### src/rtl/video_mem_ctrl.sv
// Double-buffered 1-bit cell bitmap for the VGA pixel stage.
// Writes and clears touch the back bank; a swap copies it to the front bank at vertical blank.
module video_mem_ctrl #(
  parameter int unsigned GRID_CELLS = 100,
  parameter int unsigned ADDR_W     = 7
) (
  input  logic                  clk_25m,
  input  logic                  rst_n,
  input  logic                  wr_valid,
  output logic                  wr_ready,
  input  logic [ADDR_W-1:0]     wr_addr,
  input  logic                  wr_data,
  input  logic                  clr_req,
  input  logic                  swap_req,
  input  logic                  frame_start,
  output logic [GRID_CELLS-1:0] video_memory,
  output logic                  busy,
  output logic [7:0]            frame_cnt,
  output logic                  addr_err
);

  localparam int unsigned SLICE_W     = 10;
  localparam int unsigned NUM_SLICES  = (GRID_CELLS + SLICE_W - 1) / SLICE_W;
  localparam int unsigned SLICE_CNT_W = (NUM_SLICES > 1) ? $clog2(NUM_SLICES) : 1;
  localparam int unsigned IDX_W       = (GRID_CELLS > 1) ? $clog2(GRID_CELLS) : 1;
  localparam logic [SLICE_CNT_W-1:0] LAST_SLICE = SLICE_CNT_W'(NUM_SLICES - 1);

  typedef enum logic [1:0] {
    IDLE      = 2'd0,
    CLEAR     = 2'd1,
    SWAP_WAIT = 2'd2
  } state_t;

  state_t                 state;
  state_t                 state_nxt;
  logic [GRID_CELLS-1:0]  back;
  logic [GRID_CELLS-1:0]  back_nxt;
  logic [SLICE_CNT_W-1:0] slice_cnt;
  logic [SLICE_CNT_W-1:0] slice_cnt_nxt;
  logic                   do_write;
  logic                   do_clear;
  logic                   do_swap;
  logic                   addr_ok;

  assign addr_ok = (32'(wr_addr) < GRID_CELLS);

  // State register
  always_ff @(posedge clk_25m or negedge rst_n) begin
    if (!rst_n) begin
      state <= IDLE;
    end else begin
      state <= state_nxt;
    end
  end

  // Next-state logic; only one IDLE request wins, the rest are dropped
  always_comb begin
    state_nxt = state;
    case (state)
      IDLE: begin
        if (clr_req) begin
          state_nxt = CLEAR;
        end else if (swap_req) begin
          state_nxt = SWAP_WAIT;
        end
      end
      CLEAR: begin
        if (slice_cnt == LAST_SLICE) begin
          state_nxt = IDLE;
        end
      end
      SWAP_WAIT: begin
        if (frame_start) begin
          state_nxt = IDLE;
        end
      end
      default: state_nxt = IDLE;
    endcase
  end

  // Datapath controls decoded from the current state
  always_comb begin
    do_write = 1'b0;
    do_clear = 1'b0;
    do_swap  = 1'b0;
    case (state)
      IDLE:      do_write = wr_valid && !clr_req && !swap_req;
      CLEAR:     do_clear = 1'b1;
      SWAP_WAIT: do_swap  = frame_start;
      default: begin
        do_write = 1'b0;
      end
    endcase
  end

  // Back-bank update: single-cell write or one 10-bit clear slice
  always_comb begin
    back_nxt      = back;
    slice_cnt_nxt = slice_cnt;
    if (do_write && addr_ok) begin
      back_nxt[IDX_W'(wr_addr)] = wr_data;
    end
    if (do_clear) begin
      for (int unsigned i = 0; i < GRID_CELLS; i++) begin
        if (SLICE_CNT_W'(i / SLICE_W) == slice_cnt) begin
          back_nxt[IDX_W'(i)] = 1'b0;
        end
      end
      slice_cnt_nxt = (slice_cnt == LAST_SLICE) ? '0 : slice_cnt + SLICE_CNT_W'(1);
    end
  end

  // Banks, counters and registered status outputs
  always_ff @(posedge clk_25m or negedge rst_n) begin
    if (!rst_n) begin
      back         <= '0;
      video_memory <= '0;
      slice_cnt    <= '0;
      frame_cnt    <= 8'd0;
      addr_err     <= 1'b0;
      busy         <= 1'b0;
      wr_ready     <= 1'b1;
    end else begin
      back      <= back_nxt;
      slice_cnt <= slice_cnt_nxt;
      busy      <= (state_nxt != IDLE);
      wr_ready  <= (state_nxt == IDLE);
      if (do_write && !addr_ok) begin
        addr_err <= 1'b1;
      end
      if (do_swap) begin
        video_memory <= back;
        frame_cnt    <= frame_cnt + 8'd1;
      end
    end
  end

endmodule

### config.mk
export PLATFORM = sky130hd
export DESIGN_NAME = video_mem_ctrl
export DESIGN_NICKNAME = d
export VERILOG_FILES = /design/src/rtl/video_mem_ctrl.sv
export SDC_FILE = /design/constraint.sdc
export NUM_CORES = 1
export LEC_CHECK = 0
export CAP_MARGIN = 40
export CORE_MARGIN = 8
export CORE_UTILIZATION = 25
export CTS_CLUSTER_DIAMETER = 200
export DETAILED_ROUTE_END_ITERATION = 7
export PLACE_DENSITY = 0.44
export RECOVER_POWER = 50
export SLEW_MARGIN = 20
export SYNTH_ARGS = -nofsm -noshare
export SYNTH_HDL_FRONTEND = slang
export SYNTH_SLANG_ARGS = --single-unit
### constraint.sdc
create_clock -name clk_25m -period 4.9 [get_ports clk_25m]
set_clock_uncertainty 0.1 [all_clocks]
set_input_delay 0.98 -clock clk_25m [delete_from_list [all_inputs] [get_ports clk_25m]]
set_output_delay 0.98 -clock clk_25m [all_outputs]
set_load 0.02 [all_outputs]
---- Word level (Yosys, flattened, before mapping) ----
Cells that the tools add are included.
storage, ports and cells
  output and inout bits ................... 111
  bits of input ports ..................... 14
  logic and storage cells ................. 151
  flip-flop bits (word level) ............. 217
cells by class
  muxes and demuxes ....................... 114
  equal/unequal tests ..................... 12
  add/subtract/negate cells ............... 2
  reductions and logical operators ........ 12
  magnitude comparators ................... 3
operators by type and width
  operator             count
  $mux 100             2
  $mux 1               104
  $bwmux 100           1
  $eq 3x4->1 const A   4
  $add 8x1->8 const B  1
  $eq 2x4->1 const A   2
  $eq 4x4->1 const A   2
  $lt 7x8->1 const B   1
  $mux 2               4
  $demux 1 s7          1
  $ge 7x1->1 const B   1
  $lt 7x7->1 const B   1
  $pmux 2 s3           1
  $logic_and 1x1->1    5
  $add 4x1->4 const B  1
  $eq 1x4->1 const A   1
  $eq 4x4->1 const B   1
  $logic_not 2->1      2
  $logic_not 4->1      1
  $mux 4               1
  $logic_not 1->1      3
  $eq 2x1->1 const B   1
  $eq 2x2->1 const B   1
  $reduce_bool 2->1    1

---- Depth between registers and ports, before layout ----
Gate-level depths: netlist (run 1).
  depth after elaboration ................. 8
  mapped depth ............................ 7
  mapped depth without buffers ............ 4

---- Worst setup path before layout (run 1) ----
No wires, ideal clock.
  path kind ............................... input -> register
  from .................................... input wr_addr[3]
  to ...................................... register back[0]
  data required time ...................... 4,667 ps
  path buffers ............................ 2
  data arrival time ....................... 2,277 ps
  stages .................................. 6
  setup slack ............................. 2,390 ps
  setup time .............................. 133 ps
  cells stage by stage .................... clkbuf_1 -> o211a_1 -> nor3_2 -> clkbuf_1 -> nand3_1 -> mux2i_1
on the way
  cells in the longest elaborated chain, start to end .. 8
  elaborated cells on any way between the ends .. 11
  those cells by class .................... 3 x order compare; 6 x mux; 2 x reduce/logical
RTL lines
  element                                                                RTL line  text
  from (decl)                                                            11        input logic [ADDR_W-1:0] wr_addr,
  $lt 7x8->1 (implied by the code) / $ge 7x1->1 (equally long branches)  101       back_nxt[IDX_W'(wr_addr)] = wr_data;
  $logic_and 1x1->1 (implied by the code)                                101
  $mux 1 (implied by the code)                                           101
  $demux 1 s7                                                            101
  $bwmux 100                                                             101
  $mux 100 (*)                                                           100       if (do_write && addr_ok) begin
  $mux 1                                                                 105       if (SLICE_CNT_W'(i / SLICE_W) == slice_cnt) begin
  $mux 100 (*)                                                           103       if (do_clear) begin
  net back_nxt[0]                                                        37        logic [GRID_CELLS-1:0] back_nxt;
  to (signal assigned)                                                   124       back <= back_nxt;
  to (decl)                                                              36        logic [GRID_CELLS-1:0] back;
The timed path passes the listed nets; every way through them passes the cells marked *.
A chain may end at the register's enable or synchronous reset.

---- Final worst setup path (run 1) ----
  from .................................... input frame_start
  to ...................................... register video_memory[19]
on the way
  cells in the longest elaborated chain, start to end .. 1
RTL lines
  element               RTL line  text
  from (decl)           15        input logic frame_start,
  $mux 1                86        case (state)
  to (signal assigned)  132       video_memory <= back;
  to (decl)             16        output logic [GRID_CELLS-1:0] video_memory,
No other way between the ends.

==> impl_metrics.ini, run 1 <==
[floorplanning]
start_util_pct = 25.4
die_x_um = 209
die-area_um2 = 43600
io_pins = 125
coreArea_um2 = 36600
placementRows = 70
fp.dieH_um = 209

[layout]
fin_area_um2 = 11800
seqCellArea_um2 = 5430
finalNonFillerCells = 1574
nets = 1104
syn2layout_area_growth_pct = 27.3
drive_above_1_share_pct = 5.61
multiInputGateArea_um2 = 3610
final.fill_count = 3855

[global_routing]
met3_usage_pct = 2.63
grt_pass1_wl_mm = 43.9
grt_max_degree = 112
overflow = 0
grt_use_met2_pct = 20.0
met1_usage_pct = 17.1
grt_pass1_vias = 7375
grt_usage_pct = 12.4
antenna_found_initial = 0
grt_busiest_layer = met2

[synth]
synthCells = 975
avgSynthCellArea_um2 = 9.53
synth_top_family_by_area = simple AND/OR/NAND/NOR gates
ys_seq_area_share_pct = 58.5
netlist-cell-type-count = 38
synth.top_cell.area_share_pct = 58.2
synthAdderAreaFrac_pct = 0.135
syn-cell-area_um2 = 9290
yosys_warnings = 0
syn_nets = 990
ys_ff_latch = 217
yosys-top-cells-area = dfrtp_1, nand2_1, mux2i_1
synth-simple-area-share_pct = 26.5
synthMuxAreaShare_pct = 10.8
synthArstFlopShare_pct = 100
yosys.area.top_type = dfrtp_1
synth_compound_area_share_pct = 0.552
synth_edf_count = 0
synth_xor_area_share_pct = 0.848
synthFlopType = dfrtp_1

[clock_tree]
clock-sinks = 217
cts_buffers = 26
ctsHoldBuffers = 0
clk_pin_slew_ns = 0.06
cts.repair.resized = 0
insertion_delay_ns = 0.53
cts_max_level = 1
cts_root_buf = clkbuf_16
cts.path.max_buffers = 3
cts_tree = yes
cts_setup_buffers = 0

[placed_design]
hpwl_mm = 18.1
port-buffer-count = 124
place.gp.congestion = 0.743
dpl_cell_area_um2 = 11000
dp_cells = 1529

[power_and_ir_drop]
p_leak_nw = 6.08
power.density_nw_per_um2 = 523
vdd_drop_max_mv = 0.213

[critical_path]
crit_arrival_ns = 3.93
worst_path_most_repeated_cell = nand2_1
crit_required_ns = 5.25
slowest_delay_ns = 1.58
critPathMaxFanout = 28
critPathBufInv = 2
endpoint_kind = flip-flop
crit_path_top_delay_cell = nor2_1
regToRegSetupSlack_ns = 1.83
worstSetupPathType = primary input to flip-flop
timing.rr.start = state[1]
reg2reg_depth = 5
cp_top_family = simple AND/OR/NAND/NOR gates
rr_endpoint = video_memory[19]
crit_path_start_kind = primary input
crit_chain = dlygate4sd3_1 > nand2_1 > nor2_1 > buf_4 > nand2_1 > nand2_1

[timing]
maxSlewViolCount = 138
worst_pin_slew_ns = 2.15
fin_crit_sh_pct = 73.1
hold_viol = 0
relSlewSlack_pct = -44.0
rsz0062_at_grt = false
period_needed_ns = 3.58
max_clock_freq_mhz = 279
setup_viol_count_final = 0
tns_ns = 0

[min_path]
min_from = addr_err
holdPathEnd = addr_err
whs_path_depth = 1
min_path_type = flip-flop to flip-flop

[drt]
remaining_drc_errors = 0
drt-pass1-iter-count = 4
vias_per_cell = 4.43
routedWlPerCell_um = 17.3
drt-total-wl_mm = 27.2
ant_nets = 0
vias = 6966
drtIter0Drc = 376

[flow_run]
drv_cap = 3

[status]
status = complete, but fails checks
violations = capacitance limit, slew limit
==> synth_stat cells, types with 2 or more instances <==
cell type    n
xor2_1       2
nor3b_1      2
nor4b_1      2
nand3_1     60
nand2_1    473
nor2b_1      5
buf_1        4
nand4_1      2
buf_2        5
nor4_4       4
nand3b_1     2
dfrtp_1    216
o21ai_0      2
nor3_1       7
buf_6        4
xnor2_1      7
nor2_1      12
nor3_2       3
nor2_4       2
clkbuf_1    39
buf_4        2
nand2b_1     5
mux2i_1    100
==> how the worst max path moves through the flow <==
| stage | slack [ns] | depth (start not counted) | start | end |
|---|---|---|---|---|
| 3_3_place_gp | 1.39 | 5 | swap_req | back[37] |
| 3_5_place_dp | 1.55 | 5 | swap_req | back[33] |
| 5_1_grt | 1.04 | 6 | frame_start | video_memory[26] |
| 6_report | 1.32 | 6 | frame_start | video_memory[19] |
| 2_1_floorplan | 2.39 | 6 | wr_addr[3] | back[0] |
| 4_1_cts | 2.10 | 5 | swap_req | back[33] |
==> state kept, by name, indices dropped and copies added, names as in the netlist <==
signal	flops
addr_err	1
busy	1
video_memory	100
state	2
slice_cnt	4
wr_ready	1
frame_cnt	8
back	100
==> layout make-up <==
class	count	share of cell area, %
flip-flops and latches	217	45.9
clock inverters	1	0.254
diodes	1	0.0212
clock buffers	43	6.64
inverters	2	0.0635
repair buffers	140	11.6
multi-input cells	702	30.6
well taps	468	4.95
==> power breakdown <==
part	total, W	switching [W]	internal, W
logic	0.00165	0.000949	0.000703
clock network	0.00187	0.000740	0.00113
registers	0.00266	0.000343	0.00231
total	0.00618	0.00203	0.00415
==> per-stage QoR <==
step	total power (W)	worst slack (ns)	util (%)	hold WS, ns
5_1_grt	0.00657	1.04	32.3	0.393
4_1_cts	0.00630	2.10	32.4	0.370
2_1_floorplan	0.00355	2.39	-	0.339
3_3_place_gp	0.00436	1.39	30.0	0.356
3_5_place_dp	0.00438	1.55	30.2	0.357
6_report	0.00618	1.32	32.3	0.370
==> metal layers <==
layer | vias to the layer above | part of all wire, %
met2 | 138 | 46
met4 | 0 | 1.2
met1 | 3436 | 48
li1 | 3366 | -
met5 | - | 0
met3 | 26 | 5.3
==> logic make-up after synthesis <==
family                   after synthesis
adder cells (fa/ha/maj)                1
XOR/XNOR                               9
multiplexers                         100
AND/OR/NAND/NOR                      585
flip-flops                           217
AO/OA/AOI/OAI                          7
buffers and inverters                 56
==> cells in the final DEF, fill, tap and decap left out, drive strengths merged <==
cell           Yosys  routed
or2                2       2
nor4b              2       2
o211a              1       1
nand3b             2       2
ha                 1       1
clkbuf            39      45
nor3              10      10
nor4               5       5
dlygate4sd3        0       3
inv                2       2
buf               15      15
nor2              14      14
dfstp              1       1
mux2i            100     100
nor4bb             1       1
nand3             60      60
a21o               1       1
a21oi              1       1
bufinv             0       1
clkdlybuf4s50      0     120
nor2b              5       5
nor3b              2       2
xor2               2       2
a21bo              1       1
nand2            473     473
dfrtp            216     216
a311oi             1       1
or4                1       1
o21ai              2       2
diode              0       1
xnor2              7       7
nand4              2       2
and3               1       1
nand2b             5       5
(Power assumes the default switching activity.)
==> run 2, diff against run 1 <==
--- a/config.mk
+++ b/config.mk
@@ -10,7 +10,7 @@
 export CORE_UTILIZATION = 25
 export CTS_CLUSTER_DIAMETER = 200
 export DETAILED_ROUTE_END_ITERATION = 7
-export PLACE_DENSITY = 0.44
+export PLACE_DENSITY = 0.45
 export RECOVER_POWER = 50
 export SLEW_MARGIN = 20
 export SYNTH_ARGS = -nofsm -noshare
==> constraint.sdc (replaced) <==
create_clock -name clk_25m -period 2.9 [get_ports clk_25m]
set_clock_uncertainty 0.1 [all_clocks]
set_input_delay 0.58 -clock clk_25m [delete_from_list [all_inputs] [get_ports clk_25m]]
set_output_delay 0.58 -clock clk_25m [all_outputs]
set_load 0.02 [all_outputs]
==> impl_metrics.ini, run 2 (synthesized netlist as in run 1, its figures left out) <==
[layout]
nets = 1136
final.fill_count = 3817
syn2layout_area_growth_pct = 30.4
n_antenna_cell = 0
drive_above_1_share_pct = 8.88
reg_top3 = back x100, video_memory x100, frame_cnt x8
layout_common_cells = nand2_1, dfrtp_1, clkdlybuf4s50_1
layout_commonest_cell = nand2_1

[timing]
setup_viol_count_final = 0
maxSlewViolCount = 0
period_needed_ns = 2.30
relSlewSlack_pct = 8.79
tns_ns = 0
worst_pin_slew_ns = 1.37
rsz0062_at_grt = false
fin_crit_sh_pct = 79.5
max_clock_freq_mhz = 434
hold_viol = 0

[placed_design]
hpwl_mm = 18.7
place.gp.congestion = 0.736
port-buffer-count = 124

[drt]
drt-total-wl_mm = 27.2
vias = 6963
routedWlPerCell_um = 16.9
remaining_drc_errors = 0
drtIter0Drc = 365
drt-pass1-iter-count = 4
vias_per_cell = 4.34
ant_nets = 0

[floorplanning]
placementRows = 70
coreArea_um2 = 36600
start_util_pct = 25.4
io_pins = 125
die-area_um2 = 43600
fp.dieH_um = 209
die_x_um = 209

[global_routing]
grt_pass1_vias = 7263
grt_usage_pct = 12.3
grt_max_degree = 76
overflow = 0
antenna_found_initial = 1
grt_pass1_wl_mm = 43.6

[clock_tree]
cts_tree = yes
clock-sinks = 217
cts_root_buf = clkbuf_16
insertion_delay_ns = 0.53
cts.path.max_buffers = 3
cts_buffers = 27
clk_pin_slew_ns = 0.06
cts.repair.resized = 0
cts_max_level = 1
cts_setup_buffers = 0

[status]
status = finished, final reports clean

[critical_path]
endpoint_kind = output port
cp_top_family = buffers and inverters
crit_arrival_ns = 1.62
critPathMaxFanout = 1
slowest_delay_ns = 0.59
crit_path_top_delay_cell = clkdlybuf4s50_1
worstSetupPathType = flip-flop to output port
crit_chain = clkdlybuf4s50_1
critPathBufInv = 1
crit_path_start_kind = flip-flop
crit_required_ns = 2.22

[power_and_ir_drop]
power.density_nw_per_um2 = 877
finalPower_w = 0.0106
p_leak_nw = 6.26
vdd_drop_max_mv = 0.462

[flow_run]
drv_cap = 0

[min_path]
min_path_type = flip-flop to flip-flop
[run 2: cell count changes in the layout (fill, tap and decap cells not counted), sizes merged, moves of 2 or more]
cell / change
clkinv: +4
clkdlybuf4s50: +3
buf: +29
clkinvlp: +2
clkbuf: -5
dlygate4sd3: -2
[run 2: layout make-up]
cell class / instances / area [um^2] / area share [%]
Tap cell: 468 / 586 / 4.83
Clock buffer: 37 / 753 / 6.22
Clock inverter: 8 / 98.8 / 0.816
Inverter: 2 / 7.51 / 0.0620
Sequential cell: 217 / 5430 / 44.8
Timing Repair Buffer: 171 / 1610 / 13.3
Multi-Input combinational cell: 702 / 3630 / 29.9
[run 2: metrics by stage]
step           std cells  area [um^2]  hold slack (ns)  util (%)  setup slack (ns)
3_3_place_gp        1559        11300            0.356      30.8             0.278
4_1_cts             1605        12100            0.373      33.2             0.562
3_5_place_dp        1559        11300            0.360      30.8             0.269
5_1_grt             1605        12100            0.389      33.1             0.407
6_report            1605        12100            0.371      33.1             0.595
2_1_floorplan        975         9290            0.184         -             0.790
[run 2: path summary, 6_finish.rpt]
check / from / end / slack (ns) / cells past startpoint
hold reg to reg: video_memory[24] / video_memory[24] / 0.37 / 2
max in group asynchronous: rst_n / frame_cnt[5] / 0.75 / 3
min in group asynchronous: rst_n / video_memory[82] / 0.81 / 2
setup reg to reg: state[1] / frame_cnt[4] / 0.67 / 5
setup / recovery: wr_ready / wr_ready / 0.60 / 1
hold / removal: video_memory[24] / video_memory[24] / 0.37 / 2
[run 2: layer usage]
| metal | up-vias | routed length (um) | track usage [%] |
|---|---|---|---|
| li1 | 3419 | - | - |
| met1 | 3386 | 12900 | 17.0 |
| met2 | 123 | 12500 | 19.6 |
| met3 | 33 | 1330 | 2.66 |
| met4 | 2 | 454 | 2.33 |
| met5 | - | 11 | 0 |
[run 2: power breakdown]
part	internal [W]	switching, W
registers	0.00391	0.000600
clock network	0.00197	0.00127
logic	0.00126	0.00161
[run 2: worst reg2reg max path, delay by kind of cell, from the launching register on]
kind,cells,cell delay (ns)
xor gates and xnor gates,1,0.17
DFF,1,0.51
and+or+nand+nor,3,0.50
buffers and inverters,1,0.82
[run 2: timing repair]
action	in CTS	in global routing
endpoints found under the hold margin	42	0
setup endpoints to repair	0	0
hold buffers	1	0
